### src/rtl/gfx_pkg.sv
// gfx_pkg: shared graphics constants, layer encodings and pixel type.
package gfx_pkg;

  localparam int unsigned DEPTH_W_DEF = 8;
  localparam logic [DEPTH_W_DEF-1:0] DEPTH_FAR = '1;

  typedef enum int unsigned {
    LAYER_BG     = 0,
    LAYER_PLAYER = 1,
    LAYER_WALL0  = 2
  } layer_e;

  typedef logic [15:0] rgb565_t;

  // Width needed to count every pixel of an h x v frame.
  function automatic int unsigned coll_cnt_w(input int unsigned h, input int unsigned v);
    return $clog2(h * v + 1);
  endfunction

  localparam int unsigned COLL_CNT_W = coll_cnt_w(1280, 720);

endpackage

### src/rtl/depth_arbiter.sv
// depth_arbiter: combinational nearest-layer select over N_WALLS walls plus the
// player. Equal depths resolve to a wall over the player, lower wall index first.
module depth_arbiter
  import gfx_pkg::*;
#(
  parameter int unsigned N_WALLS = 4,
  parameter int unsigned DEPTH_W = 8,
  localparam int unsigned SEL_W  = $clog2(N_WALLS + 2)
) (
  input  logic [N_WALLS-1:0]         wall_hit_in,
  input  logic [N_WALLS*DEPTH_W-1:0] wall_depth_in,
  input  logic                       player_hit_in,
  input  logic [DEPTH_W-1:0]         player_depth_in,
  output logic [SEL_W-1:0]           sel_out,
  output logic                       valid_out
);

  logic [DEPTH_W-1:0] best;

  // Strict less-than keeps the earlier candidate on ties, so walls are scanned
  // in index order and the player last.
  always_comb begin
    best      = '1;
    valid_out = 1'b0;
    sel_out   = SEL_W'(LAYER_BG);
    for (int unsigned i = 0; i < N_WALLS; i++) begin
      if (wall_hit_in[i] && (!valid_out || (wall_depth_in[i*DEPTH_W +: DEPTH_W] < best))) begin
        best      = wall_depth_in[i*DEPTH_W +: DEPTH_W];
        valid_out = 1'b1;
        sel_out   = SEL_W'(LAYER_WALL0 + i);
      end
    end
    if (player_hit_in && (!valid_out || (player_depth_in < best))) begin
      best      = player_depth_in;
      valid_out = 1'b1;
      sel_out   = SEL_W'(LAYER_PLAYER);
    end
  end

endmodule

### src/rtl/depth_compositor.sv
// depth_compositor: 2-cycle depth-ordered compositor of N_WALLS wall layers,
// the player and background, with frame-latched wall/player parameters.
// Optional per-frame collision counter enabled by COLLISION_COUNT_EN.
module depth_compositor
  import gfx_pkg::*;
#(
  parameter int unsigned ACTIVE_H_PIXELS = 1280,
  parameter int unsigned ACTIVE_LINES    = 720,
  parameter int unsigned N_WALLS         = 4,
  parameter int unsigned DEPTH_W         = 8,
  parameter int unsigned COLOR_W         = 16,
  localparam int unsigned SEL_W          = $clog2(N_WALLS + 2)
) (
  input  logic                         clk_in,
  input  logic                         rst_in,
  input  logic [10:0]                  h_count_in,
  input  logic [9:0]                   v_count_in,
  input  logic                         new_frame_in,
  input  logic [N_WALLS*DEPTH_W-1:0]   wall_depth_in,
  input  logic [N_WALLS*COLOR_W-1:0]   wall_color_in,
  input  logic [N_WALLS-1:0]           wall_mask_in,
  input  logic                         player_mask_in,
  input  logic [DEPTH_W-1:0]           player_depth_in,
  input  logic [COLOR_W-1:0]           pixel_in,
  input  logic [COLOR_W-1:0]           bg_color_in,
  output logic [10:0]                  hcount_out,
  output logic [9:0]                   vcount_out,
  output logic [COLOR_W-1:0]           pixel_out,
  output logic                         data_valid_out,
  output logic [SEL_W-1:0]             layer_sel_out,
  output logic [COLL_CNT_W-1:0]        collision_count_out,
  output logic                         collision_valid_out
);

  localparam logic [10:0] H_LIM = 11'(ACTIVE_H_PIXELS);
  localparam logic [9:0]  V_LIM = 10'(ACTIVE_LINES);

  logic [N_WALLS*DEPTH_W-1:0] wall_depth_q, wall_depth_d;
  logic [N_WALLS*COLOR_W-1:0] wall_color_q, wall_color_d;
  logic [DEPTH_W-1:0]         player_depth_q, player_depth_d;

  logic                s1_vld_q, s1_vld_d;
  logic [10:0]         s1_h_q, s1_h_d;
  logic [9:0]          s1_v_q, s1_v_d;
  logic                s1_active_q, s1_active_d;
  logic [N_WALLS-1:0]  s1_wmask_q, s1_wmask_d;
  logic                s1_pmask_q, s1_pmask_d;
  logic [COLOR_W-1:0]  s1_pix_q, s1_pix_d;
  logic [COLOR_W-1:0]  s1_bg_q, s1_bg_d;

  logic [10:0]         hcount_q, hcount_d;
  logic [9:0]          vcount_q, vcount_d;
  logic [COLOR_W-1:0]  pixel_q, pixel_d;
  logic                dvalid_q, dvalid_d;
  logic [SEL_W-1:0]    sel_q, sel_d;

  logic [SEL_W-1:0]    arb_sel;
  logic                arb_valid;
  logic [COLOR_W-1:0]  win_color;

  depth_arbiter #(
    .N_WALLS (N_WALLS),
    .DEPTH_W (DEPTH_W)
  ) u_arb (
    .wall_hit_in     (s1_wmask_q),
    .wall_depth_in   (wall_depth_q),
    .player_hit_in   (s1_pmask_q),
    .player_depth_in (player_depth_q),
    .sel_out         (arb_sel),
    .valid_out       (arb_valid)
  );

  // Frame latch, stage-1 capture and stage-2 output selection.
  always_comb begin
    wall_depth_d   = wall_depth_q;
    wall_color_d   = wall_color_q;
    player_depth_d = player_depth_q;
    if (new_frame_in) begin
      wall_depth_d   = wall_depth_in;
      wall_color_d   = wall_color_in;
      player_depth_d = player_depth_in;
    end

    s1_vld_d    = 1'b1;
    s1_h_d      = h_count_in;
    s1_v_d      = v_count_in;
    s1_active_d = (h_count_in < H_LIM) && (v_count_in < V_LIM);
    s1_wmask_d  = wall_mask_in;
    s1_pmask_d  = player_mask_in;
    s1_pix_d    = pixel_in;
    s1_bg_d     = bg_color_in;

    win_color = '0;
    for (int unsigned i = 0; i < N_WALLS; i++) begin
      if (arb_sel == SEL_W'(LAYER_WALL0 + i)) begin
        win_color = wall_color_q[i*COLOR_W +: COLOR_W];
      end
    end

    hcount_d = s1_vld_q ? s1_h_q : '0;
    vcount_d = s1_vld_q ? s1_v_q : '0;
    dvalid_d = s1_vld_q && s1_active_q;
    pixel_d  = '0;
    sel_d    = '0;
    if (dvalid_d) begin
      sel_d = arb_sel;
      if (!arb_valid) begin
        pixel_d = s1_bg_q;
      end else if (arb_sel == SEL_W'(LAYER_PLAYER)) begin
        pixel_d = s1_pix_q;
      end else begin
        pixel_d = win_color;
      end
    end
  end

  // Shadow parameters and both pipeline stages.
  always_ff @(posedge clk_in) begin
    if (rst_in) begin
      wall_depth_q   <= '1;
      wall_color_q   <= '0;
      player_depth_q <= '1;
      s1_vld_q       <= 1'b0;
      s1_h_q         <= '0;
      s1_v_q         <= '0;
      s1_active_q    <= 1'b0;
      s1_wmask_q     <= '0;
      s1_pmask_q     <= 1'b0;
      s1_pix_q       <= '0;
      s1_bg_q        <= '0;
      hcount_q       <= '0;
      vcount_q       <= '0;
      pixel_q        <= '0;
      dvalid_q       <= 1'b0;
      sel_q          <= '0;
    end else begin
      wall_depth_q   <= wall_depth_d;
      wall_color_q   <= wall_color_d;
      player_depth_q <= player_depth_d;
      s1_vld_q       <= s1_vld_d;
      s1_h_q         <= s1_h_d;
      s1_v_q         <= s1_v_d;
      s1_active_q    <= s1_active_d;
      s1_wmask_q     <= s1_wmask_d;
      s1_pmask_q     <= s1_pmask_d;
      s1_pix_q       <= s1_pix_d;
      s1_bg_q        <= s1_bg_d;
      hcount_q       <= hcount_d;
      vcount_q       <= vcount_d;
      pixel_q        <= pixel_d;
      dvalid_q       <= dvalid_d;
      sel_q          <= sel_d;
    end
  end

  assign hcount_out     = hcount_q;
  assign vcount_out     = vcount_q;
  assign pixel_out      = pixel_q;
  assign data_valid_out = dvalid_q;
  assign layer_sel_out  = sel_q;

`ifdef COLLISION_COUNT_EN
  logic                  s1_collide_q, s1_collide_d;
  logic [COLL_CNT_W-1:0] cnt_q, cnt_d, cnt_sum;
  logic [COLL_CNT_W-1:0] ccount_q, ccount_d;
  logic                  cvalid_q, cvalid_d;

  // Collision detect at stage 1, saturating count at stage 2, frame-boundary report.
  always_comb begin
    s1_collide_d = 1'b0;
    for (int unsigned i = 0; i < N_WALLS; i++) begin
      if (wall_mask_in[i] && (wall_depth_q[i*DEPTH_W +: DEPTH_W] <= player_depth_q)) begin
        s1_collide_d = 1'b1;
      end
    end
    s1_collide_d = s1_collide_d && player_mask_in;

    cnt_sum = cnt_q;
    if (s1_vld_q && s1_active_q && s1_collide_q && (cnt_q != '1)) begin
      cnt_sum = cnt_q + COLL_CNT_W'(1);
    end
    cnt_d    = new_frame_in ? '0 : cnt_sum;
    ccount_d = new_frame_in ? cnt_sum : ccount_q;
    cvalid_d = new_frame_in;
  end

  // Collision counter state.
  always_ff @(posedge clk_in) begin
    if (rst_in) begin
      s1_collide_q <= 1'b0;
      cnt_q        <= '0;
      ccount_q     <= '0;
      cvalid_q     <= 1'b0;
    end else begin
      s1_collide_q <= s1_collide_d;
      cnt_q        <= cnt_d;
      ccount_q     <= ccount_d;
      cvalid_q     <= cvalid_d;
    end
  end

  assign collision_count_out = ccount_q;
  assign collision_valid_out = cvalid_q;
`else
  assign collision_count_out = '0;
  assign collision_valid_out = 1'b0;
`endif

endmodule

### config.mk
export PLATFORM = sky130hd
export DESIGN_NAME = depth_compositor
export DESIGN_NICKNAME = d
export VERILOG_FILES = /design/src/rtl/gfx_pkg.sv /design/src/rtl/depth_arbiter.sv /design/src/rtl/depth_compositor.sv
export SDC_FILE = /design/constraint.sdc
export NUM_CORES = 1
export LEC_CHECK = 0
export CORE_ASPECT_RATIO = 0.7
export CORE_MARGIN = 2
export CORE_UTILIZATION = 45
export DETAILED_ROUTE_END_ITERATION = 12
export PLACE_DENSITY = 0.85
export SYNTH_ARGS = -nofsm -noshare
export SYNTH_HDL_FRONTEND = slang
export SYNTH_SLANG_ARGS = --single-unit
export TNS_END_PERCENT = 30
### constraint.sdc
create_clock -name clk_in -period 18.6 [get_ports clk_in]
set_input_delay 3.72 -clock clk_in [delete_from_list [all_inputs] [get_ports clk_in]]
set_output_delay 3.72 -clock clk_in [all_outputs]
set_load 0.005 [all_outputs]
==> impl.org, run 1 <==
** Logic synthesis
- The synthesized design devotes to its leading area cell type 46.4% of total area.
- By area, the combinational part of the netlist is dominated by simple AND/OR/NAND/NOR gates.
- Simple-gate portion of the synthesized area :: 18.7%
- During synthesis, Yosys emitted a total of 0 warnings.
- Multiplexer cells account for 15.1% of the synthesized area.
- In the synthesized netlist the async set-or-reset flop fraction comes to 0%.
- Summing the sequential cell areas from Yosys gives 46.4% of the chip area.
- The synthesized netlist devotes 3.39% of its cell area to adder and majority cells.
- Most used standard cells in the synthesized netlist :: 205 x sky130_fd_sc_hd__dfxtp_1, 114 x sky130_fd_sc_hd__mux2i_1, 97 x sky130_fd_sc_hd__nor2_1
- For this run, the leading register cell type out of synthesis is sky130_fd_sc_hd__dfxtp_1.
- The cell area that synthesis handed to floorplanning was 8850 um2.
- Synthesis inferred 205 register bits.
- After synthesis, the netlist uses 64 different library cells.
- Summing the areas of all compound-gate instances in the mapped netlist gives 11.0% of the synthesized area.
- Yosys instantiated no cell more often than sky130_fd_sc_hd__dfxtp_1.
- Biggest area consumer among synthesized cells :: sky130_fd_sc_hd__dfxtp_1
- Xor and xnor fraction of the mapped netlist area :: 0.382%
- Synthesis produced 916 cells.
- After synthesis, the cell types taking the most area are sky130_fd_sc_hd__dfxtp_1 46%, sky130_fd_sc_hd__mux2i_1 13%, sky130_fd_sc_hd__nor2b_1 4.4%.
- Yosys mapped a number of flops with a built-in enable equal to 0.
- Averaged over all synthesized cells, the footprint is 9.66 um2.

** Floorplan
- Effective utilization at floorplan :: 46.4%
- I/O pin cnt :: 227
- Width of the die :: 172 um
- Floorplan die area :: 20800 um2
- The floorplan has 42 rows.
- The core region is 19100 um2.
- Vertical die dimension :: 121 um

** Setup path
- For the worst setup path, the data required time is 19.00 ns.
- Among all stages on the critical path, the largest delay is contributed by sky130_fd_sc_hd__o21ai_0.
- For the worst setup path, the data arrival time is 11.26 ns.
- Of all nets on the critical path, the largest fanout is 38.
- Critical path class :: register to register
- Kind of capture point of the worst setup path :: register
- The largest single stage delay on the critical path is 0.85 ns.
- R2r worst-path depth :: 38
- STA classifies the critical path startpoint as a register.

** Detailed routing
- The first routing iteration left 643 violations.
- After detailed routing, the average wire length per cell comes to 17.5 um.
- Via density per instance :: 5.23
- After detailed routing, the number of remaining DRC violations is 0.
- Number of vias in the routed layout :: 7146
- The count of nets left with antenna violations once routing finished came out at 0.
- Pre-Repair DR Iteration Count :: 7
- Final wirelength :: 23900 um

** Clock network
- Maximum level of the CTS H-tree :: 1
- TritonCTS built the clock tree.
- Setup Buffers After CTS :: 0
- For the worst-skew pair, the clock arrives at the later sink with an insertion delay of 0.49 ns.
- Post-cts sizing count :: 0
- Clock-pin slew was measured on the worst setup and hold paths at 0.06 ns.
- CTS saw 205 sinks.
- The root buffer cell chosen for the clock tree is sky130_fd_sc_hd__clkbuf_16.
- Counting the buffers created by CTS gives 20.
- Maximum root-to-sink buffer count :: 3
- In this run, post-CTS hold repair placed 0 buffers.

** Placed design
- Final HPWL from detailed placement :: 17300 um
- The congestion estimate from routability-driven global placement came to 0.894.
- Post-DP Area :: 11000 um2
- Count of input and output buffers :: 205

** Timing
- The final critical path takes up 58.4% of the cycle.
- Number of max-slew violations in the final report :: 0
- After routing, the total negative slack on setup checks comes to 0 ns.
- Final number of hold-violating endpoints :: 0
- Timing would allow up to 0.0921 GHz.
- The clock period could shrink to 10.86 ns.
- On the final layout, the worst clock skew is 0.0179 ns.
- Finish-stage setup viols :: 0
- Max-slew headroom :: 22.5%
- Setup repair after global routing left no endpoint under its margin.
- Actual transition at the worst max-transition pin :: 1.16 ns

** Layout
- Fill cells in the final layout number 1600.
- At the end of the flow, the number of nets in the layout was 1278.
- Fraction of final layout cells sized beyond drive strength 1 :: 5.89%
- The area growth from synthesis to layout is 31.5%.
- Diode insertion count for antenna repair :: 0
- With fillers left out, the area of the finished cells amounts to 11600 um2.

** Status
- The flow ran to the end, and the final reports show no timing, DRC or antenna violations.

** Global routing
- GRT Residual Overflow :: 0
- Global routing consumed, over all layers together, 22.5% of the routing resources.
- The number of global-route vias before repair was 6813.
- The first global-routing pass estimated 36700 um of wire.
- Largest net degree at the start of global routing :: 80
- The number of antenna violations at the first check in global routing is 0.

** Worst hold path
- Along the worst hold path, the cell count comes to 1.
- The tightest min-delay check is of the register to register type.

** Power and ir drop
- Across the VDD grid, the largest voltage drop is 69.6 uV.
- Leakage power of the design :: 4.76 nW
- Dividing total power by cell area gives a power density of 89.7 nW/um2.

** Run
- Total of max-cap violations :: 0
==> worst max-delay path, delay by kind of cell (launching register included) <==
family / cells / cell delay [ns]
fa+ha+maj: 4 / 1.21
flops: 1 / 0.64
buf+inv: 3 / 0.55
compound gates: 17 / 4.93
mux: 2 / 0.48
simple gates: 12 / 2.91
==> layout make-up <==
class	instances	area [um2]	share of cell area [%]
Sequential cell	205	4100	35.3
Clock buffer	30	599	5.15
Tap cell	264	330	2.84
Timing Repair Buffer	210	2090	17.9
Clock inverter	6	63.8	0.548
Multi-Input combinational cell	637	4390	37.8
Inverter	15	56.3	0.484
==> worst paths after layout <==
check / start / to / slack [ns]
worst max-delay path: s1_wmask_q[0]$_SDFF_PP0_ / pixel_out[3]$_SDFF_PP0_ / 7.74
worst min-delay path: s1_v_q[6]$_SDFF_PP0_ / vcount_out[6]$_SDFF_PP0_ / 0.42
worst max register to register: s1_wmask_q[0]$_SDFF_PP0_ / pixel_out[3]$_SDFF_PP0_ / 7.74
worst min register to register: s1_v_q[6]$_SDFF_PP0_ / vcount_out[6]$_SDFF_PP0_ / 0.42
==> per-stage QoR <==
stage | cells | total power, mW | setup WS [ns] | hold WS (ns) | utilization (%)
after floorplan | 936 | 0.583 | 10.12 | 0.406 | -
after global placement | 1331 | 0.643 | 8.56 | 0.407 | 57.5
after detailed placement | 1331 | 0.647 | 7.97 | 0.414 | 57.5
after CTS | 1367 | 1.05 | 7.92 | 0.422 | 61.0
after global routing | 1367 | 1.09 | 6.82 | 0.431 | 61.0
final | 1367 | 1.04 | 7.74 | 0.421 | 61.0
==> metal layers <==
layer	vias to the layer above	GRT usage, %	wire length [um]
li1	3484	-	-
met3	29	6.65	2340
met1	3348	32.1	11100
met4	0	4.82	408
met2	285	33.6	10000
met5	-	0	0
==> layout by cell type (no fill, tap or decap), drive strengths merged, types with 7 or more instances in the layout <==
cell type,synthesis,layout
ha,24,24
nand2b,7,7
inv,14,15
buf,41,7
a221oi,13,13
conb,1,21
a32oi,13,13
clkdlybuf4s50,0,203
nor2b,62,62
nor2,98,98
clkbuf,38,30
a21oi,30,30
o21ai,16,16
nand4,8,8
and2,23,23
nand2,92,92
nor4b,16,16
o211ai,18,18
dfxtp,205,205
mux2i,114,114
mux2,14,14
nor3,7,7
==> cells by family after synthesis <==
family	count (synthesis)
compound gates	129
xor+xnor	3
fa+ha+maj	24
buf+inv	94
flops	205
mux	128
other cells	1
simple gates	332
==> power by group <==
group | switching (mW) | leakage, nW | internal, mW
clock | 0.167 | 0.320 | 0.238
sequential | 0.0148 | 1.69 | 0.462
combinational | 0.0813 | 2.74 | 0.0818
total | 0.263 | 4.76 | 0.781
==> registers in the layout, indices dropped and copies added (netlist names) <==
register        flops
data_valid_out      1
hcount_out         11
layer_sel_out       3
pixel_out          16
player_depth_q      8
s1_active_q         1
s1_bg_q            16
s1_h_q             11
s1_pix_q           16
s1_pmask_q          1
s1_v_q             10
s1_vld_q            1
s1_wmask_q          4
vcount_out         10
wall_color_q       64
wall_depth_q       32
No activity file was read; power rests on OpenSTA's default activity.
==> inputs of run 2 (changes only) <==
==> constraint.sdc (replaced) <==
create_clock -name clk_in -period 10.5 [get_ports clk_in]
set_input_delay 2.1 -clock clk_in [delete_from_list [all_inputs] [get_ports clk_in]]
set_output_delay 2.1 -clock clk_in [all_outputs]
set_load 0.005 [all_outputs]
==> impl.org, run 2 (synthesis gave the netlist of run 1 again) <==
** Global routing
- Antenna violations before repair :: 0 (unchanged)
- First-pass GRT wire length :: 36600 um (-0.38%)
- Largest net degree at the start of global routing :: 95 (+19%)
- GRT Residual Overflow :: 0 (unchanged)
- Number of global-route vias before repair :: 6839 (+0.38%)
- Global-route total usage across every layer :: 22.2% (-0.34 points)

** Placed design
- Count of input and output buffers :: 205 (unchanged)
- The final RePlAce weighted congestion came to 0.876 (-2.1%).
- The post-detailed-placement half-perimeter wirelength is 17300 um (+0.19%).
- Count of placed standard cells including taps :: 1333 (+0.15%)
- The worst setup slack after placement came to 0.866 ns (-7.11 ns).

** Clock network
- The clock transition time at the flip-flop clock pins of the worst setup and hold paths was 0.06 ns (about the same).
- Maximum root-to-sink buffer count :: 3 (unchanged)
- The post-cts repair resize count was 0 (unchanged).
- Number of buffers added by the clock tree synthesis step :: 19 (-5.0%)
- TritonCTS built the clock tree.
- The tree is rooted in a sky130_fd_sc_hd__clkbuf_16.
- Sinks on the clock net :: 205 (unchanged)
- The CTS H-tree depth is 1 (unchanged).
- The number of hold-repair buffers added at the cts stage was 0 (unchanged).
- Clock latency on the worst-skew pair :: 0.48 ns (about the same)

** Setup path
- CP Max Fanout :: 38 (unchanged)
- STA classifies the critical path startpoint as a register.
- Required time of the critical path :: 10.88 ns (-8.12 ns)
- The largest stage delay on the critical path came to 0.69 ns (-0.16 ns).
- STA classifies the critical path endpoint as a register.
- The endpoint arrival time on the critical path was 10.18 ns (-1.08 ns).
- Critical path class :: register to register
- Among all stages on the critical path, the largest delay is contributed by sky130_fd_sc_hd__a311oi_4.

** Timing
- The final critical-path required period was 9.79 ns (-1.07 ns).
- Worst-case clock skew :: 0.00814 ns (-0.00977 ns)
- The final number of hold-violating endpoints came to 0 (unchanged).
- Max-slew headroom :: 21.2% (-1.3 points)
- Sum of negative setup slack :: 0 ns (unchanged)
- Finish-stage setup viols :: 0 (unchanged)
- Setup repair after global routing missed its margin :: false
- Number of max-slew violations in the final report :: 0 (unchanged)
- The maximum clock rate came to 0.102 GHz (+11%).
- Share of the cycle needed by the critical path after routing :: 93.3% (+35 points)
- Final setup slack of the worst path :: 0.707 ns (-7.03 ns)
- The worst-margin pin slew is 1.18 ns (+0.0198 ns).

** Layout
- More flip-flops sit in one register than any other, and that register is wall_color_q.
- Largest registers :: wall_color_q x64, wall_depth_q x32
- Most common library cell in the layout ignoring fill and taps :: sky130_fd_sc_hd__dfxtp_1
- Compared with the post-synthesis result, the final layout area differs by 31.0%.
- Multi-input combinational cell area :: 4390 um2 (unchanged)
- Number of flip-flops under the largest register name :: 64 (unchanged)
- The final net count came to 1281 (+0.23%).
- The final cell count without fillers is 1369 (+0.15%).
- The antenna cell count is 0 (unchanged).
- Number of fillers in the final layout :: 1590 (-0.63%)
- The top cell types in the final layout, fill and taps aside, are 205 x sky130_fd_sc_hd__dfxtp_1, 203 x sky130_fd_sc_hd__clkdlybuf4s50_1, 114 x sky130_fd_sc_hd__mux2i_1, 96 x sky130_fd_sc_hd__nor2_1, 92 x sky130_fd_sc_hd__nand2_1.
- The area of all sequential standard cells was 4100 um2 (unchanged).
- The post-route core utilization is 60.8% (-0.21 points).
- Fraction of final layout cells sized beyond drive strength 1 :: 6.24% (+0.35 points)

** Power and ir drop
- The switching share of power came to 25.5% (+0.30 points).
- The reported net switching power came to 458 uW (+74%).
- The combinational group share of total power came to 16.2% (+0.6 points).
- The share of total power in sequential cells was 47.0% (+1.4 points).
- Overall power of the completed layout :: 1.80 mW (+72%)
- Leakage power of the design :: 4.76 nW (about the same)
- The internal power summed over all cells came to 1.34 mW (+71%).
- The cell area power density came to 155 nW/um2 (+73%).
- The clock network fraction of total power came to 36.8% (-2.0 points).
- The peak supply drop came to 106 uV (+53%).

** Run
- Total of max-cap violations :: 0 (unchanged)

** Floorplan
- The row count was 42 (unchanged).
- Area inside the core boundary :: 19100 um2 (unchanged)
- Vertical die dimension :: 121 um (unchanged)
- The boundary pin count came to 227 (unchanged).
- The die area was 20800 um2 (unchanged).
- The initial standard-cell utilization of the core is 46.4% (unchanged).
- The chip width came to 172 um (unchanged).

** Detailed routing
- The routed wire length on met3 is 1890 um (-20%).
- The via count of the routed design was 7093 (-0.74%).
- The routed length on met2 came to 9950 um (-0.80%).
- The average vias per placed instance is 5.18 (-0.89%).
- DRT antenna net count :: 0 (unchanged)
- The wire length on met1 is 11500 um (+4.1%).
- The per-cell routed wire length came to 17.3 um (-1.0%).
- Topmost layer with routed signal wires :: met4
- Iteration-0 DRC count of the detailed router :: 460 (-28%)
- The iteration count of the initial detailed-routing pass was 5 (-2).
- The total length of routed wires came to 23700 um (-0.88%).
- The detailed-route DRC error count was 0 (unchanged).

** Worst hold path
- The path class of the tightest hold or removal check is register to register.

** Status
- Result of the run :: complete, no violations
[run 2: repair_timing]
action	in CTS	in global routing
hold endpoints to repair	0	0
setup buffers	0	2
endpoints found under the setup margin	0	6
[run 2: metrics by stage]
stage          hold slack (ns)  cell area [um2]
6_report                 0.428            11600
5_1_grt                  0.443            11600
4_1_cts                  0.429            11600
3_5_place_dp             0.414            11000
3_3_place_gp             0.407            11000
2_1_floorplan            0.406             8920
[run 2: layout make-up]
type,count,area share [%]
Timing Repair Buffer,214,18.3
Clock inverter,10,0.680
Inverter,15,0.486
Tap cell,264,2.85
Clock buffer,24,4.44
Multi-Input combinational cell,637,37.9
Sequential cell,205,35.4
[run 2: path summary, 6_finish.rpt]
kind                            start                        to  slack [ns]  depth (start not counted)
min reg2reg      s1_v_q[1]$_SDFF_PP0_  vcount_out[1]$_SDFF_PP0_        0.43                          1
max          s1_wmask_q[0]$_SDFF_PP0_  pixel_out[14]$_SDFF_PP0_        0.71                         38
min              s1_v_q[1]$_SDFF_PP0_  vcount_out[1]$_SDFF_PP0_        0.43                          1
max reg2reg  s1_wmask_q[0]$_SDFF_PP0_  pixel_out[14]$_SDFF_PP0_        0.71                         38
[run 2: power by group through the flow]
stage / logic, mW / registers, mW / clock network [mW]
final: 0.290 / 0.844 / 0.662
after floorplan: 0.184 / 0.849 / 0
after detailed placement: 0.286 / 0.860 / 0
after CTS: 0.288 / 0.843 / 0.674
after global routing: 0.319 / 0.847 / 0.705
after global placement: 0.281 / 0.860 / 0
[run 2: layer usage]
| layer | vias up | track usage [%] |
|---|---|---|
| li1 | 3508 | - |
| met1 | 3317 | 32.8 |
| met2 | 248 | 33.3 |
| met3 | 20 | 5.19 |
| met4 | 0 | 3.55 |
| met5 | - | 0 |
[run 2: worst max-delay path: cells and delay by family (launching register included)]
family                     cells  cell delay (ns)
AOI/OAI and AO/OA             17             4.24
and+or+nand+nor               11             2.34
adders and majority gates      4             1.24
buffers and inverters          4             0.75
DFF                            1             0.64
muxes                          2             0.44
==> inputs of run 3 (changes only) <==
--- a/config.mk
+++ b/config.mk
@@ -9,6 +9,7 @@
 export CORE_MARGIN = 2
 export CORE_UTILIZATION = 45
 export DETAILED_ROUTE_END_ITERATION = 12
+export GPL_TIMING_DRIVEN = 0
 export PLACE_DENSITY = 0.85
 export SYNTH_ARGS = -nofsm -noshare
 export SYNTH_HDL_FRONTEND = slang
==> impl.org, run 3 (synthesis gave the netlist of run 1 again) <==
** Floorplan
- The die area came to 20800 um2 (unchanged).
- The boundary pin count was 227 (unchanged).
- The area inside the core boundary was 19100 um2 (unchanged).
- Effective utilization at floorplan :: 46.4% (unchanged)
- Placement Rows :: 42 (unchanged)
- Vertical die dimension :: 121 um (unchanged)
- The chip width is 172 um (unchanged).

** Placed design
- The total placed cells including tap cells was 1404 (+5.3%).
- The post-detailed-placement half-perimeter wirelength is 19900 um (+15%).
- Post-DP Area :: 11300 um2 (+2.8%)
- The count of buffers inserted at the top-level ports came to 204 (-0.49%).
- The final RePlAce weighted congestion is 0.892 (+1.9%).

** Layout
- In the final layout, the registers with the most flip-flops are wall_color_q x64, wall_depth_q x32.
- Number of nets in the finished design :: 1353 (+5.6%)
- Final cell area excluding filler cells :: 12000 um2 (+3.8%)
- The number of flip-flops under the largest register name was 64 (unchanged).
- The top cell types in the final layout, fill and taps aside, are 204 x sky130_fd_sc_hd__dfxtp_1, 204 x sky130_fd_sc_hd__clkdlybuf4s50_1, 112 x sky130_fd_sc_hd__mux2i_1, 97 x sky130_fd_sc_hd__nor2_1, 92 x sky130_fd_sc_hd__nand2_1.
- Relative to the synthesized area, the layout overhead comes to 36.0%.
- Fraction of final layout cells sized beyond drive strength 1 :: 8.24% (+2.0 points)
- Register ranked first by flip-flop count :: wall_color_q
- Final Instance Count excl. Fillers :: 1442 (+5.3%)

** Detailed routing
- Iteration-0 DRC count of the detailed router :: 568 (+23%)
- The per-cell routed wire length is 18.2 um (+5.4%).
- The total length of routed wires came to 26300 um (+11%).
- The average vias per placed instance came to 5.26 (+1.6%).
- DRT antenna net count :: 0 (unchanged)
- The iteration count of the initial detailed-routing pass is 6 (+1).
- The via count of the routed design is 7591 (+7.0%).
- Total DRC errors in the routed layout :: 0 (unchanged)

** Power and ir drop
- The peak supply drop is 97.6 uV (-8.3%).
- Pwr/cell area :: 157 nW/um2 (+1.4%)
- The standby leakage power was 4.96 nW (+4.4%).

** Clock network
- The TritonCTS sink count was 205 (unchanged).
- TritonCTS clock tree :: yes
- Maximum level of the CTS H-tree :: 1 (unchanged)
- Hold bufs inserted after CTS :: 0 (unchanged)
- Root buffer cell :: sky130_fd_sc_hd__clkbuf_16
- The number of buffers between clock root and the deepest sink was 3 (unchanged).
- The clock transition time at the flip-flop clock pins of the worst setup and hold paths was 0.06 ns (about the same).
- The clock buffer count from CTS came to 20 (+1).
- The clock insertion delay at the later pin of the skew report is 0.49 ns (about the same).

** Setup path
- Broken down by cell family, the worst path's largest delay share belongs to compound AO/OA/AOI/OAI gates.
- Worst setup SP type :: register
- Kind of capture point of the worst setup path :: register
- The worst path buffer plus inverter count is 9 (+5).
- The maximum fanout count along the critical path was 10 (-74%).
- Critical path class :: register to register
- Max stage delay cell, worst path :: sky130_fd_sc_hd__o311a_1
- The worst path required time was 10.87 ns (about the same).
- Crit path largest cell delay :: 0.45 ns (-0.24 ns)
- Arr. time, crit path :: 10.19 ns (about the same)

** Timing
- Hold_ws :: 0.422 ns (-0.00601 ns)
- Share of the cycle needed by the critical path after routing :: 93.6% (+0.30 points)
- Setup repair after global routing missed its margin :: false
- The total of endpoints with negative setup slack in the final report came to 0 (unchanged).
- Sum of negative setup slack :: 0 ns (unchanged)
- The worst slew margin relative to its limit was 36.6% (+15 points).
- Actual transition at the worst max-transition pin :: 0.951 ns (-0.231 ns)
- The final critical-path required period is 9.82 ns (+0.0320 ns).
- The maximum clock rate is 0.102 GHz (-0.33%).
- The final number of hold-violating endpoints was 0 (unchanged).
- Number of max-slew violations in the final report :: 0 (unchanged)
- The final setup skew was 0.0167 ns (+0.00855 ns).

** Global routing
- The number of antenna violations at the first check in global routing is 1 (+1).
- The final global-route overflow total was 0 (unchanged).
- Number of global-route vias before repair :: 7394 (+8.1%)
- Largest net degree at the start of global routing :: 15 (-84%)
- The first-pass GRT wire length is 39900 um (+9.2%).
- Global-route total usage across every layer :: 24.7% (+2.6 points)

** Status
- The flow ran to the end, and the final reports show no timing, DRC or antenna violations.

** Run
- The max-cap check violation count is 0 (unchanged).

** Worst hold path
- Min-delay worst type :: register to register
-- run 3: report_power, final --
group / internal, mW / total (mW) / switching [mW]
sequential: 0.818 / 0.842 / 0.0245
combinational: 0.160 / 0.321 / 0.161
clock: 0.432 / 0.727 / 0.295
-- run 3: per-stage QoR --
stage	setup WS, ns	total power, mW	util, %
2_1_floorplan	2.02	1.03	-
3_3_place_gp	-0.226	1.16	59.2
3_5_place_dp	-0.369	1.17	59.2
4_1_cts	0.119	1.89	62.8
5_1_grt	0.00802	1.97	63.1
6_report	0.676	1.89	63.1
-- run 3: per-layer routing --
layer / track usage (%) / up-vias / routed length, um
met5: 0 / - / 0
met4: 6.30 / 0 / 541
met3: 7.14 / 47 / 2800
met2: 38.0 / 368 / 11300
met1: 34.1 / 3532 / 11600
li1: - / 3644 / -
-- run 3: layout make-up --
cell class              instances  area (um2)
fillers                      1558        7040
well taps                     264         330
plain buffers                  79         408
diodes                          1        2.50
inverters                      15        56.3
multi-input cells             637        4410
clock buffers                  30         619
clock inverters                 5        52.6
repair buffers                206        2060
flip-flops and latches        205        4110
-- run 3: worst paths after layout --
path              slack [ns]  cells past startpoint                      from                       end
setup / recovery        0.68                     45  s1_wmask_q[0]$_SDFF_PP0_   pixel_out[3]$_SDFF_PP0_
hold / removal          0.42                      1      s1_v_q[9]$_SDFF_PP0_  vcount_out[9]$_SDFF_PP0_
setup reg to reg        0.68                     45  s1_wmask_q[0]$_SDFF_PP0_   pixel_out[3]$_SDFF_PP0_
hold reg to reg         0.42                      1      s1_v_q[9]$_SDFF_PP0_  vcount_out[9]$_SDFF_PP0_
-- run 3: what timing repair did --
item / in CTS / in global routing
gates resized for setup: 4 / 15
endpoints found under the hold margin: 0 / 0
buffers inserted: 0 / 2
pin swaps: 0 / 2
endpoints found under the setup margin: 19 / 19
